==> src/rtl/sr_uart_word_tx.sv <==
// sr_uart_word_tx: 32-bit word UART transmitter, low byte first, LSB first; 8N1, or 8E1 when SR_UART_TX_PARITY_EN is defined
module sr_uart_word_tx #(
  parameter int CLK_PER_BIT = 5208,
  parameter int CNT_W = 13
) (
  input  logic        clk,
  input  logic        rst,
  input  logic        word_valid,
  input  logic [31:0] word_data,
  output logic        word_ready,
  output logic        busy,
  output logic        tx
);
  typedef enum logic [2:0] {
    IDLE, START, DATA, STOP
`ifdef SR_UART_TX_PARITY_EN
    , PARITY
`endif
  } state_t;
  localparam logic [CNT_W-1:0] CNT_MAX = CNT_W'(CLK_PER_BIT - 1);
  state_t state_q;
  logic [CNT_W-1:0] cnt_q;
  logic [2:0] bit_q;
  logic [1:0] byte_q;
  logic [31:0] shadow_q;
  logic tx_q;
  logic [7:0] cur_byte;
  logic bit_end;
  logic tx_d;
  // line level for the current state; registered below, so tx trails the state by one clock
  always_comb begin
    cur_byte = shadow_q[{byte_q, 3'b000} +: 8];
    bit_end = cnt_q == CNT_MAX;
`ifdef SR_UART_TX_PARITY_EN
    tx_d = state_q == START ? 1'b0 : state_q == DATA ? cur_byte[bit_q] : state_q == PARITY ? ^cur_byte : 1'b1;
`else
    tx_d = state_q == START ? 1'b0 : state_q == DATA ? cur_byte[bit_q] : 1'b1;
`endif
  end
  // frame sequencer: accept a word, then START/DATA/(PARITY)/STOP for each of the four bytes
  always_ff @(posedge clk) begin
    if (rst) begin
      state_q <= IDLE;
      cnt_q <= '0;
      bit_q <= '0;
      byte_q <= '0;
      shadow_q <= '0;
      tx_q <= 1'b1;
    end else begin
      tx_q <= tx_d;
      cnt_q <= (state_q == IDLE || bit_end) ? '0 : cnt_q + 1'b1;
      case (state_q)
        IDLE: if (word_valid) begin
          shadow_q <= word_data;
          byte_q <= '0;
          bit_q <= '0;
          state_q <= START;
        end
        START: if (bit_end) state_q <= DATA;
        DATA: if (bit_end) begin
          bit_q <= bit_q == 3'd7 ? 3'd0 : bit_q + 3'd1;
`ifdef SR_UART_TX_PARITY_EN
          if (bit_q == 3'd7) state_q <= PARITY;
`else
          if (bit_q == 3'd7) state_q <= STOP;
`endif
        end
`ifdef SR_UART_TX_PARITY_EN
        PARITY: if (bit_end) state_q <= STOP;
`endif
        STOP: if (bit_end) begin
          byte_q <= byte_q == 2'd3 ? byte_q : byte_q + 2'd1;
          state_q <= byte_q == 2'd3 ? IDLE : START;
        end
        default: state_q <= IDLE;
      endcase
    end
  end
  assign word_ready = state_q == IDLE && !rst;
  assign busy = state_q != IDLE;
  assign tx = tx_q;
endmodule

==> config.mk <==
export PLATFORM = sky130hd
export DESIGN_NAME = sr_uart_word_tx
export DESIGN_NICKNAME = d
export VERILOG_FILES = /design/src/rtl/sr_uart_word_tx.sv
export SDC_FILE = /design/constraint.sdc
export NUM_CORES = 1
export LEC_CHECK = 0
export CAP_MARGIN = 20
export CORE_MARGIN = 2
export CORE_UTILIZATION = 40
export DETAILED_ROUTE_END_ITERATION = 10
export GPL_ROUTABILITY_DRIVEN = 0
export PLACE_DENSITY = 0.66
export RECOVER_POWER = 100
export SLEW_MARGIN = 10
export SYNTH_ARGS = -nofsm -noshare
export SYNTH_HDL_FRONTEND = slang
export SYNTH_SLANG_ARGS = --single-unit
==> constraint.sdc <==
create_clock -name clk -period 2.1 [get_ports clk]
set_clock_uncertainty 0.15 [all_clocks]
set_input_delay 0.42 -clock clk [delete_from_list [all_inputs] [get_ports clk]]
set_output_delay 0.42 -clock clk [all_outputs]
set_load 0.005 [all_outputs]
==> results.json, run 1 <==
{
  "outcome": "finished, final reports clean",
  "cts_tree": "done",
  "synth_area_um2": 2460,
  "routed.top_layer": "met4",
  "cts_buffer_depth": 2,
  "setup_viol": 0,
  "fp.dieW_um": 82.5,
  "ys_ff_latch": 53,
  "avgSynthCellArea_um2": 8.73,
  "grt_setup_unrepaired": "no",
  "place_hpwl_um": 3830,
  "p_per_area_nw_per_um2": 917,
  "drt-met1-wl_um": 2560,
  "cts_root_buf": "clkbuf_8",
  "first_iter_violations": 88,
  "ant_nets": 0,
  "die_h_um": 82.5,
  "hold_path_class": "register to register",
  "drtPass1Iterations": 4,
  "wl_per_cell_um": 13.0,
  "viasPerCell": 4.99,
  "grt_pass1_vias": 1904,
  "cp_max_fo": 3,
  "grt_usage_pct": 16.9,
  "slew_violations": 0,
  "cts.sinks": 53,
  "p_leak_uw": 0.00108,
  "antenna_found_initial": 0,
  "cts_buffers": 5,
  "clkTransAtPathRegs_ns": 0.10,
  "critical-path-slowest-cell": "dfxtp_2",
  "grt_pass1_wl_um": 8790,
  "clock_latency_ns": 0.31,
  "finalCritPeriodShare_pct": 93.6,
  "worstPathRequired_ns": 1.53,
  "num_vias": 1983,
  "cpMostUsedCell": "inv_1",
  "fin_tns_setup_ns": 0,
  "post-route-drc-count": 0,
  "relSlewSlack_pct": 58.2,
  "nFillCells": 567,
  "path_cells": "inv_1, ha_1, inv_1, nor2_1, dlygate4sd2_1",
  "io-pin-count": 38,
  "row_count": 28,
  "synth_edf_count": 0,
  "grt_max_degree": 33,
  "yosysUniqueCellTypes": 38,
  "cts_htree_levels": 2,
  "die_area_um2": 6800,
  "cp-start-kind": "register",
  "mostFrequentLayoutCell": "nand2_1",
  "power_uw": 2780,
  "start_util_pct": 41.6,
  "coreArea_um2": 5920,
  "async_flop_share_pct": 0,
  "tightest_slew_ns": 0.627,
  "synth_flop_cell": "dfxtp_1",
  "final_cell_mix": "77 x nand2_1, 50 x dfxtp_1, 34 x clkdlybuf4s50_1",
  "totalWireLength_um": 5150,
  "post_cts_buffers": 0,
  "worstSetupEndpointType": "output port",
  "syn_to_final_growth_pct": 23.0,
  "met3WireLength_um": 164,
  "hold_viol_final": 0,
  "dr_wl_met2_um": 2360,
  "fin_crit_ns": 1.97,
  "antennaDiodeCount": 0,
  "grt_overflow": 0,
  "synth-seq-area-share_pct": 43.1,
  "drive_gt1_share_pct": 9.32,
  "drv_cap": 0,
  "synth_fp_nets": 325,
  "max_stage_delay_ns": 0.36,
  "worstPathArrival_ns": 1.40,
  "fin_nets": 364,
  "crit_type": "register to output port",
  "io_buffers": 37,
  "clock.fmax_ghz": 0.509,
  "syn-instance-count": 282,
  "whs_ns": 0.307,
  "ir_worst_vdd_mv": 0.434,
  "synth_warnings": 0
}
==> stage by stage <==
step | setup slack (ns) | util, % | instance area [um2] | cells
6_report | 0.135 | 51.2 | 3030 | 397
5_1_grt | 0.0266 | 51.2 | 3030 | 397
4_1_cts | 0.0838 | 51.4 | 3040 | 397
3_5_place_dp | -0.00761 | 49.8 | 2950 | 389
3_3_place_gp | -0.0229 | 49.8 | 2950 | 389
2_1_floorplan | 0.348 | - | 2460 | 282
==> per-layer routing <==
| metal | vias up | global-route usage [%] |
|---|---|---|
| li1 | 1032 | - |
| met1 | 911 | 22.6 |
| met2 | 31 | 27.2 |
| met3 | 9 | 3.48 |
| met4 | 0 | 5.17 |
| met5 | - | 0 |
==> critical path, delay by kind of cell (launching register included) <==
kind	cells	cell delay [ns]
buffers and inverters	3	0.46
flip-flops	1	0.36
adder cells (fa/ha/maj)	1	0.21
AND/OR/NAND/NOR	1	0.06
==> sequential cells by signal, indices dropped and copies added (netlist names) <==
signal,cells
shadow_q,32
cnt_q,13
byte_q,2
state_q,2
bit_q,3
tx,1
==> cell type report <==
class | instances | area (um2) | area share (%)
Clock buffer | 5 | 68.8 | 2.27
Clock inverter | 3 | 26.3 | 0.867
Inverter | 8 | 30.0 | 0.991
Multi-Input combinational cell | 206 | 1300 | 42.9
Sequential cell | 53 | 1060 | 35.2
Tap cell | 75 | 93.8 | 3.10
Timing Repair Buffer | 47 | 445 | 14.7
==> cells by family after synthesis <==
group                    after synthesis  share of synthesized area (%)
adder cells (fa/ha/maj)                8                           4.07
AO/OA/AOI/OAI                         40                           9.91
AND/OR/NAND/NOR                      128                           23.0
flip-flops                            53                           43.1
buffers and inverters                 23                           3.91
XOR/XNOR                              11                           3.91
multiplexers                          19                           12.1
==> synth_stat cells (2+ instances only) <==
library cell  count  area (um2)
inv_1             7        26.3
xor2_1            2        17.5
clkbuf_1         10        37.5
buf_1             2        7.51
nand4_1           2        12.5
nor4_1            3        18.8
ha_1              8         100
buf_2             2        10.0
nor2_1           23        86.3
nor3_1            4        20.0
nand3_1           6        30.0
nand2_1          77         289
mux4_2            6         135
xnor2_1           9        78.8
mux4_1            2        52.6
a21oi_1          33         165
and4bb_2          3        37.5
dfxtp_1          53        1060
mux2i_1          10         100
nor2b_1           2        12.5
==> what timing repair did <==
action | 4_1_cts | 5_1_grt
hold buffers | 0 | 0
resized for setup | 5 | 1
pin swaps | 0 | 0
setup endpoints to repair | 2 | 1
==> final timing paths <==
kind | from | endpoint | slack [ns] | cells after the start
setup / recovery | state_q[0] | word_ready | 0.13 | 5
hold / removal | shadow_q[18] | shadow_q[18] | 0.31 | 2
setup reg to reg | cnt_q[0] | bit_q[1] | 0.18 | 5
hold reg to reg | shadow_q[18] | shadow_q[18] | 0.31 | 2
==> where the power goes <==
part	leakage (uW)	total [uW]	switching (uW)	internal [uW]
Sequential	0.000434	1250	92.4	1150
Clock	0.0000423	602	359	243
Combinational	0.000604	930	500	431
Note: power is estimated with default switching activity, not from simulation.
==> run 2, diff against run 1 <==
--- a/config.mk
+++ b/config.mk
@@ -8,6 +8,7 @@
 export CAP_MARGIN = 20
 export CORE_MARGIN = 2
 export CORE_UTILIZATION = 40
+export CTS_CLUSTER_DIAMETER = 30
 export DETAILED_ROUTE_END_ITERATION = 10
 export GPL_ROUTABILITY_DRIVEN = 0
 export PLACE_DENSITY = 0.66
==> results of run 2 <==
The final DEF is identical to that of run 1; final timing and power are the same.
==> run 3, diff against run 2 <==
--- a/config.mk
+++ b/config.mk
@@ -8,7 +8,7 @@
 export CAP_MARGIN = 20
 export CORE_MARGIN = 2
 export CORE_UTILIZATION = 40
-export CTS_CLUSTER_DIAMETER = 30
+export CTS_BUF_LIST = sky130_fd_sc_hd__clkbuf_4
 export DETAILED_ROUTE_END_ITERATION = 10
 export GPL_ROUTABILITY_DRIVEN = 0
 export PLACE_DENSITY = 0.66
==> results.json, run 3 (synthesized netlist as in run 1, its figures left out) <==
{
  "outcome": "finished, final reports clean",
  "clock_latency_ns": 0.39,
  "crit_type": "register to output port",
  "start_util_pct": 41.6,
  "path_cells": "inv_1, ha_1, inv_2, nor2_1, dlygate4sd2_1",
  "wl_per_cell_um": 13.0,
  "grt_pass1_vias": 1912,
  "intPower_uw": 1730,
  "worstPathArrival_ns": 1.42,
  "fp.dieW_um": 82.5,
  "die_area_um2": 6800,
  "cp-start-kind": "register",
  "hold_path_class": "register to register",
  "max_stage_delay_ns": 0.36,
  "cts_tree": "done",
  "layout_setup_ws_ns": 0.110,
  "first_iter_violations": 84,
  "r2r-start": "cnt_q[0]",
  "worstHoldStart": "shadow_q[18]",
  "post-route-drc-count": 0,
  "cp_max_fo": 3,
  "fin_area_um2": 3000,
  "multi_input_area_um2": 1300,
  "worstPathRequired_ns": 1.53,
  "cts_buffers": 5,
  "worstSetupEndpointType": "output port",
  "relSlewSlack_pct": 57.9,
  "hold_buffers": 0,
  "place_hpwl_um": 3830,
  "setup_viol": 0,
  "critical-path-slowest-cell": "dfxtp_2",
  "largest_reg_flops": 32,
  "cts.sinks": 53,
  "cts_htree_levels": 2,
  "p_seq_share_pct": 46.5,
  "largestRegisters": "shadow_q x32, cnt_q x13, bit_q x3",
  "tightest_slew_ns": 0.632,
  "grt_pass1_wl_um": 8830,
  "slew_violations": 0,
  "place_area_um2": 2950,
  "power_uw": 2670,
  "io-pin-count": 38,
  "drive_gt1_share_pct": 9.91,
  "drv_cap": 0,
  "fin_crit_ns": 1.99,
  "ir_worst_vdd_mv": 0.421,
  "final_cell_mix": "77 x nand2_1, 50 x dfxtp_1, 34 x clkdlybuf4s50_1",
  "grt_overflow": 0,
  "cts_buffer_depth": 2,
  "totalWireLength_um": 5180,
  "p_per_area_nw_per_um2": 890,
  "drtPass1Iterations": 4,
  "switchingPower_uw": 948,
  "grt_max_degree": 33,
  "nFillCells": 575,
  "fin_util_pct": 50.7,
  "ant_nets": 0,
  "swShare_pct": 35.5,
  "clkTransAtPathRegs_ns": 0.16,
  "p_comb_share_pct": 35.2,
  "hold_viol_final": 0,
  "syn_to_final_growth_pct": 22.0,
  "antenna_found_initial": 0,
  "clock_power_share_pct": 18.3,
  "clock.fmax_ghz": 0.503,
  "coreArea_um2": 5920,
  "cp-startpoint": "state_q[0]",
  "grt_usage_pct": 17.0,
  "p_leak_uw": 0.00107,
  "die_h_um": 82.5,
  "fin_nets": 365,
  "seqCellArea_um2": 1060,
  "mostFrequentLayoutCell": "nand2_1",
  "path_buf_inv": 3,
  "whs_ns": 0.313,
  "finalCritPeriodShare_pct": 94.7,
  "num_vias": 1997,
  "top_register": "shadow_q",
  "viasPerCell": 5.02,
  "cts_root_buf": "clkbuf_4",
  "antennaDiodeCount": 0,
  "grt_setup_unrepaired": "no",
  "io_buffers": 37,
  "row_count": 28,
  "crit_family": "buffers and inverters",
  "dp_slack_ns": -0.00761
}
## run 3: worst paths after layout
check,to,slack (ns),depth (start not counted)
max,word_ready,0.11,5
min,shadow_q[18],0.31,2
max reg2reg,bit_q[1],0.16,5
min reg2reg,shadow_q[18],0.31,2
## run 3: metal layers
metal	global-route usage, %	share of wire [%]
met3	3.80	3.7
met4	5.67	1.4
met1	22.6	50
met2	27.3	45
met5	0	0
## run 3: cell type report
| cell class | instances | area share (%) |
|---|---|---|
| timing repair buffer | 48 | 15.0 |
| tap | 75 | 3.13 |
| inverter | 8 | 1.00 |
| multi-input combinational | 206 | 43.3 |
| clock inverter | 3 | 0.875 |
| clock buffer | 5 | 1.25 |
| sequential | 53 | 35.5 |
## run 3: power by group through the flow
stage	clock (uW)	combinational, uW	sequential, uW
finish	488	942	1240
global route	547	1060	1260
CTS	508	984	1240
detailed placement	0	978	1270
global placement	0	960	1260
floorplan	0	652	1230
## run 3: what timing repair did
| action | in CTS | in global routing |
|---|---|---|
| endpoints found under the hold margin | 0 | 0 |
| setup buffers | 1 | 0 |
| cloned | 0 | 0 |
| gates resized for setup | 5 | 1 |
| pin swaps | 0 | 0 |
| endpoints found under the setup margin | 2 | 1 |
## run 3: per-stage QoR
| stage | TNS, ns | instances |
|---|---|---|
| 4_1_cts | 0 | 398 |
| 6_report | 0 | 398 |
| 5_1_grt | 0 | 398 |
| 2_1_floorplan | 0 | 282 |
| 3_5_place_dp | -0.0134 | 389 |
| 3_3_place_gp | -0.0229 | 389 |
## run 3: tightest hold or removal path, cell delays in order (launching register included)
cell	delay, ns
dfxtp_1	0.34
nand2_1	0.05
a21oi_1	0.05
